--- src/rtl/reg_dump.sv ---
// rtl/reg_dump.sv - sequential register-file dump engine with stream output
// Walks a window of a register file, one beat per two cycles, with abort and backpressure.
module reg_dump #(
  parameter int WIDTH = 32,
  parameter int DEPTH = 32
) (
  input  logic             clk,
  input  logic             rst,
  input  logic             start,
  input  logic [5:0]       base,
  input  logic [6:0]       count,
  input  logic             abort,
  output logic [5:0]       sel,
  input  logic [WIDTH-1:0] rd_data,
  output logic             lock,
  output logic             out_valid,
  input  logic             out_ready,
  output logic [WIDTH-1:0] out_data,
  output logic [5:0]       out_index,
  output logic             out_last,
  output logic             done,
  output logic             aborted
);

  typedef enum logic [1:0] {S_IDLE, S_FETCH, S_SEND, S_DONE} state_t;

  localparam logic [6:0] LP_DEPTH = 7'(DEPTH);
  localparam logic [5:0] LP_LAST  = 6'(DEPTH - 1);

  state_t           r_state;
  state_t           w_state_next;
  logic [5:0]       r_idx;
  logic [6:0]       r_rem;
  logic [WIDTH-1:0] r_out_data;
  logic [5:0]       r_out_index;
  logic             r_out_last;
  logic             r_aborted;

  logic [6:0]       w_base_ext;
  logic [5:0]       w_base_mod;
  logic [6:0]       w_rem_load;
  logic [5:0]       w_idx_next;
  logic             w_lock;
  logic             w_valid;
  logic             w_done;
  logic             w_aborted;

  assign w_base_ext = {1'b0, base};
  assign w_base_mod = 6'(w_base_ext % LP_DEPTH);
  assign w_rem_load = (count > LP_DEPTH) ? LP_DEPTH : count;
  // Wrap at the configured depth, not at the 6-bit index range
  assign w_idx_next = (r_idx == LP_LAST) ? 6'd0 : r_idx + 6'd1;

  always_ff @(posedge clk or posedge rst) begin
    if (rst) r_state <= S_IDLE;
    else     r_state <= w_state_next;
  end

  always_comb begin
    w_state_next = r_state;
    case (r_state)
      S_IDLE:  if (start) w_state_next = (count == 7'd0) ? S_DONE : S_FETCH;
      S_FETCH: w_state_next = abort ? S_DONE : S_SEND;
      S_SEND: begin
        if (abort)          w_state_next = S_DONE;
        else if (out_ready) w_state_next = r_out_last ? S_DONE : S_FETCH;
      end
      S_DONE:  w_state_next = S_IDLE;
      default: w_state_next = S_IDLE;
    endcase
  end

  always_comb begin
    w_lock    = 1'b1;
    w_valid   = 1'b0;
    w_done    = 1'b0;
    w_aborted = 1'b0;
    case (r_state)
      S_IDLE:  w_lock = 1'b0;
      S_SEND:  w_valid = 1'b1;
      S_DONE: begin
        w_done    = 1'b1;
        w_aborted = r_aborted;
      end
      default: w_lock = 1'b1;
    endcase
  end

  // An abort wins over a same-cycle handshake, so the in-flight beat is dropped
  always_ff @(posedge clk or posedge rst) begin
    if (rst) begin
      r_idx       <= '0;
      r_rem       <= '0;
      r_out_data  <= '0;
      r_out_index <= '0;
      r_out_last  <= 1'b0;
      r_aborted   <= 1'b0;
    end else begin
      case (r_state)
        S_IDLE: begin
          if (start) begin
            r_aborted <= 1'b0;
            if (count != 7'd0) begin
              r_idx <= w_base_mod;
              r_rem <= w_rem_load;
            end
          end
        end
        S_FETCH: begin
          if (abort) begin
            r_aborted <= 1'b1;
          end else begin
            r_out_data  <= rd_data;
            r_out_index <= r_idx;
            r_out_last  <= (r_rem == 7'd1);
          end
        end
        S_SEND: begin
          if (abort) begin
            r_aborted <= 1'b1;
          end else if (out_ready) begin
            r_rem <= r_rem - 7'd1;
            r_idx <= w_idx_next;
          end
        end
        default: ;
      endcase
    end
  end

  assign sel       = r_idx;
  assign lock      = w_lock;
  assign out_valid = w_valid;
  assign out_data  = r_out_data;
  assign out_index = r_out_index;
  assign out_last  = r_out_last;
  assign done      = w_done;
  assign aborted   = w_aborted;

endmodule
--- config.mk ---
export PLATFORM = sky130hd
export DESIGN_NAME = reg_dump
export DESIGN_NICKNAME = d
export VERILOG_FILES = /design/src/rtl/reg_dump.sv
export SDC_FILE = /design/constraint.sdc
export NUM_CORES = 1
export LEC_CHECK = 0
export BUFFER_PORTS_ARGS = -buffer_cell sky130_fd_sc_hd__buf_2
export CORE_MARGIN = 2
export CORE_UTILIZATION = 45
export DETAILED_ROUTE_END_ITERATION = 12
export GPL_TIMING_DRIVEN = 0
export PLACE_DENSITY_LB_ADDON = 0.15
export SLEW_MARGIN = 5
export SYNTH_ARGS = -nofsm -noshare
export SYNTH_HDL_FRONTEND = slang
export SYNTH_SLANG_ARGS = --single-unit
--- constraint.sdc ---
create_clock -name clk -period 2.3 [get_ports clk]
set_input_delay 0.46 -clock clk [delete_from_list [all_inputs] [get_ports clk]]
set_output_delay 0.46 -clock clk [all_outputs]
set_load 0.02 [all_outputs]
-- Word-level counts from Yosys, hierarchy flattened
Index checks and enable logic that the tools add are counted.
- order comparisons: 1
- muxes and demuxes: 26
- add/subtract/negate cells: 2
- equal/unequal tests: 11
- reductions and logical operators: 10
- bitwise logic cells: 1
- operator list (operator ; number):
    2-to-1 mux 7 bit ; 5
    2-to-1 mux 6 bit ; 5
    one-hot mux 7 bit (2 select lines) ; 1
    one-hot mux 6 bit (2 select lines) ; 1
    2-to-1 mux 2 bit ; 5
    inequality test 2 bit (second input constant) ; 4
    one-hot mux 2 bit (4 select lines) ; 1
    == test 7 x 1 -> 1 bit (second input constant) ; 1
    > comparator 7 x 6 -> 1 bit (second input constant) ; 1
    zero test 7 bit ; 1
    2-to-1 mux 1 bit ; 7
    nonzero test 7 bit ; 1
    subtractor 7 x 1 -> 7 bit (second input constant) ; 1
    adder 6 x 1 -> 6 bit (second input constant) ; 1
    == test 6 x 5 -> 1 bit (second input constant) ; 1
    AND reduction 5 bit ; 1
    == test 2 bit (second input constant) ; 2
    AND reduction 2 bit ; 2
    nonzero test 2 bit ; 2
    inequality test 3 bit (second input constant) ; 1
    AND reduction 3 bit ; 1
    == test 2 x 1 -> 1 bit (second input constant) ; 1
    zero test 2 bit ; 1
    inequality test 2 x 1 -> 1 bit (second input constant) ; 1
    other kinds (3) ; 3
- word-level logic and storage cells: 58
- register bits: 55
- input port bits: 50

-- Logic depth before layout (Yosys ltp)
- depth in word-level cells: 5
- mapped depth: 7
- mapped depth without buffers: 6

-- Worst setup path after synthesis
OpenSTA, ideal clock, no wires.
- kind: flip-flop to flip-flop
- from: register r_state[0]
- to: register r_rem[5]
- cell stages (with the launch flop): 8
- slack: 610 ps
- setup time: 121 ps
- buffers on the path: 1
- clock period less this slack: 1690 ps
- arrival: 1569 ps
- path through: dfrtp_1 -> inv_1 -> ha_1 -> buf_2 -> inv_1 -> a21oi_1 -> nor3_1 -> o22a_1
- longest elaborated chain between the ends: 3
- elaborated cells between the ends (all ways): 9
- classes of those cells: 5 x eq/ne; 1 x mux; 3 x reduce/logical
- ends and longest elaborated chain (what ; RTL line ; source):
    from (decl) ; 30 ; state_t r_state;
    from (signal assigned) ; 56 ; else r_state <= w_state_next;
    == test 2 bit / zero test 2 bit (equally long branches) ; 99 ; case (r_state)
    inequality test 2 bit (no line) / nonzero test 2 bit (equally long branches) ; -- ;
    AND reduction 5 bit (no line) ; -- ;
    to (signal assigned) ; 105 ; r_rem <= w_rem_load;
    to (signal assigned) ; 122 ; r_rem <= r_rem - 7'd1;
    to (decl) ; 33 ; logic [6:0] r_rem;
Several ways; a longest one is shown, not always the timed one.
A chain may end at the register's enable or synchronous reset.

-- Final worst setup path
- from: register r_state[1]
- to: register r_rem[5]
Same word-level chain as after synthesis.

==> results summary <==
The worst hold-check slack is ~0.15 ns. The flow ran to the end, and the final reports show no timing, DRC or antenna violations. Setup repair after global routing left no endpoint under its margin.

At the pin with the least slew margin, the transition time is about 0.65 ns. From left edge to right edge, the die measures 80.2 microns. Summing all multi-input logic gate instances after layout gives 1140 sq um.

The arrival time of the worst setup path came out at between 2 and 2.5 ns. The highest layer touched by signal routing is met4. After clock tree synthesis, the clock-pin slew on the worst setup and hold paths is ~0.09 ns. The average vias per placed instance came out at 5.20.

The floorplan core area came out at 5540 sq um. Clock tree synthesis inserted a total of 5 buffers. The maximum fanout count along the critical path is 9. The register area came out at 1380 sq um. The worst max-slew margin expressed relative to the limit came out at 0.563. The worst setup path is captured at a flip-flop. The simple-gate share of the synthesized area came out at 0.0920. The wire length on met1 is roughly 2600 microns.

The clock insertion delay at the later pin of the skew report is just over 0.3 ns. The number of antenna violations at the first check in global routing is 0. The final setup violation count is 0. The signal on the critical path passes through inv_1, ha_1, nand2b_2, o2111a_1, nand2_2, o22a_1. The pin count of the biggest net entering global routing came out at 36. The initial core utilization is 0.471. The most used flip-flop cell after synthesis is dfrtp_1. The adder-cell share of the synthesized area is 0.0431. The number of core rows is 27. The area of the die is 6420 sq um. The number of hold-slack violations in the final timing report was 0. For this run, asynchronously set or reset flops after synthesis account for 1.00. The layout filler cell count is 467. The y dimension of the die came out at 80.2 microns. STA classifies the critical path startpoint as a flip-flop.

The path class of the tightest hold or removal check is in -> async. The wire length per cell after detailed routing came out at 14.5 microns. STA puts the critical path data required time at 2.50 ns. The number of H-tree levels came out at 2. The area share of the largest cell type after synthesis is 0.527. The worst-case reg-to-reg path depth is 6.

The number of synthesized flops with an enable pin is 0. The most critical setup path has its endpoint at r_rem[5]. The part of the cycle the worst path needs is 0.851. The time the final worst path needs with I/O delays and setup came out at 1.96 ns. The cell leakage power is 1.58 nW. The number of buffers inserted by port buffering came out at 97. For this run, the slowest stage of the critical path takes ~0.46 ns. The total detailed-routing wirelength is 5660 microns. The worst-case IR drop observed on VDD is roughly 0.89 mV. By area, the combinational part of the netlist is dominated by multiplexers. The placed wire-length estimate came out at roughly 4200 microns.

The detailed router finished its first iteration with 120 violations. Detailed routing placed a total of 2600 microns of wire on met2. The detailed-routed wire length on met3 came out at 422 microns. The first-pass detailed-route iteration total is 4. The quantity of gates resized following cts came out at 0.

The layout cell share with drive strength beyond 1 came out at 0.500. The number of max-cap violations came out at 0. Derived from the worst setup path, the maximum achievable clock frequency is 511 MHz.

The number of antenna diodes came out at 0. The number of vias after detailed routing came out at 2027. The worst register-to-register path ends at r_rem[5]. Measured against the total synthesized area, the mux share comes to 0.183. The number of DRC violations after detailed routing came out at 0. The xor and xnor area share after synthesis came out at 0. The final worst clock skew is between 0.002 and 0.003 ns. The number of cells in the design after placement came out at ~380. The total of warnings raised by yosys is 0. The power density over cell area is about 1400 nW/um^2. The gate count after technology mapping is about 210. The synthesis-stage register bit count came out at 55. Counting along the longest clock path gives a buffer depth of 2. The first global-routing pass estimated 9510 microns of wire. Pin placement for this block handled 99 I/O pins. The global-route congestion overflow total came out at 0. The critical register-to-register path startpoint is r_state[1]. The clock root buffer master is clkbuf_8. The complex-gate fraction of the synthesized area came out at 0.120. The final-report max-slew violation count is 0. After synthesis, the cell types taking the most area are dfrtp_1 53%, mux2_2 16%, ha_1 4.3%. For this run, the total global-route usage over all layers was measured as 0.189. The placer's final routability congestion estimate is 0.832. The slack of the worst reg-to-reg path came out at 0.34 ns. The number of global-route vias before repair came out at 2118.

Post-CTS timing repair inserted 0 buffers for setup. The slowest cell on the critical path is dfrtp_1. The final layout contains 376 nets. The non-filler instance count after layout came out at 390. The number of distinct library cells after synthesis came out at 41. The area growth from synthesis to layout is 26.5%. The total number of clock tree sinks came out at 55. Tracing the worst setup path back leads to its startpoint at r_state[1].

TritonCTS built the clock tree. The mean area per synthesized cell is between 10 and 15 sq um. The quantity of hold-fixing buffers added after cts came out at 0. Summed over all instances, the cell type with the most area after synthesis is dfrtp_1.

The classification of the worst setup path is reg -> reg. When the netlist entered floorplanning its net count stood at 271. The mapped netlist covers roughly 2600 sq um. The sequential-to-total area share from yosys stat came out at 0.527.

The count of nets left with antenna violations after detail routing is 0.
-- critical path: cells and delay by family, from the launching register on --
kind                     cells  cell delay (ns)
buffers and inverters        1             0.11
AND/OR/NAND/NOR              2             0.37
adder cells (fa/ha/maj)      1             0.30
flip-flops                   1             0.46
AO/OA/AOI/OAI                2             0.60
-- area by class of cell --
class / instances / area share
sequential: 55 / 0.417
multi-input combinational: 139 / 0.347
timing repair buffer: 98 / 0.153
tap: 72 / 0.0273
clock buffer: 7 / 0.0262
buffer: 7 / 0.0144
inverter: 11 / 0.0125
clock inverter: 1 / 0.00265
-- cell families (layout without fill, tap and decap cells) --
group	count (synthesis)	in the layout
buf+inv	18	124
mux	42	42
flops	55	55
compound gates	44	44
fa+ha+maj	9	9
simple gates	44	44
-- layer usage --
layer	global-route usage	vias to the layer above
met5	0	-
met4	0.0627	0
met3	0.0393	7
met2	0.322	86
met1	0.239	956
li1	-	978
-- cells in the final DEF, fill, tap and decap left out, types with 2 or more instances in the layout --
cell      instances
buf_2           102
o31ai_1           6
nor3_1            5
nand2_1          12
mux2_2           38
o22ai_1           3
mux2_4            2
nor2_1            9
a31oi_1           3
ha_1              9
a21oi_1           6
nand4_1           2
clkbuf_8          6
dfrtp_1          55
inv_1            10
nand3_1           6
o21ai_0          11
buf_6             2
mux2i_1           2
nor2b_1           2
a32oi_1           2
-- worst min path at each step --
| stage | endpoint | slack [ns] | cells after the start |
|---|---|---|---|
| after floorplan | r_rem[6] | 0.46 | 2 |
| after detailed placement | out_data[5] | 0.49 | 1 |
| after global routing | out_data[27] | 0.19 | 2 |
| after global placement | out_data[28] | 0.48 | 1 |
| after CTS | out_data[20] | 0.16 | 2 |
| final | out_data[20] | 0.15 | 2 |
-- through the flow --
| step | power (W) | util | setup TNS, ns | setup WS [ns] | cell area (sq um) |
|---|---|---|---|---|---|
| 6_report | 0.00476 | 0.596 | 0 | 0.343 | 3300 |
| 5_1_grt | 0.00513 | 0.596 | 0 | 0.142 | 3300 |
| 4_1_cts | 0.00481 | 0.596 | 0 | 0.331 | 3300 |
| 3_5_place_dp | 0.00425 | 0.579 | 0 | 0.343 | 3210 |
| 3_3_place_gp | 0.00418 | 0.575 | -11.98 | -0.220 | 3190 |
| 2_1_floorplan | 0.00348 | - | 0 | 0.497 | 2610 |
-- Yosys cell counts (2+ instances only) --
cell,count
mux2i_1,2
mux2_4,2
a31oi_1,3
a32oi_1,2
nand4_1,2
o21ai_0,11
buf_2,5
nor2_1,9
nor3_1,5
buf_6,2
inv_1,11
nor2b_1,2
dfrtp_1,55
nand3_1,6
o31ai_1,6
ha_1,9
nand2_1,12
a21oi_1,6
mux2_2,38
o22ai_1,3
-- power breakdown --
part	switching [W]	total, W	internal (W)
Combinational	0.00144	0.00249	0.00105
Sequential	0.000293	0.00172	0.00143
Clock	0.000309	0.000557	0.000247
-- sequential cells by signal, summed over array words and instances (netlist names) --
name       count
out_data      32
r_rem          7
out_index      6
sel            6
r_state        2
out_last       1
r_aborted      1
No activity file was read; power rests on OpenSTA's default activity.
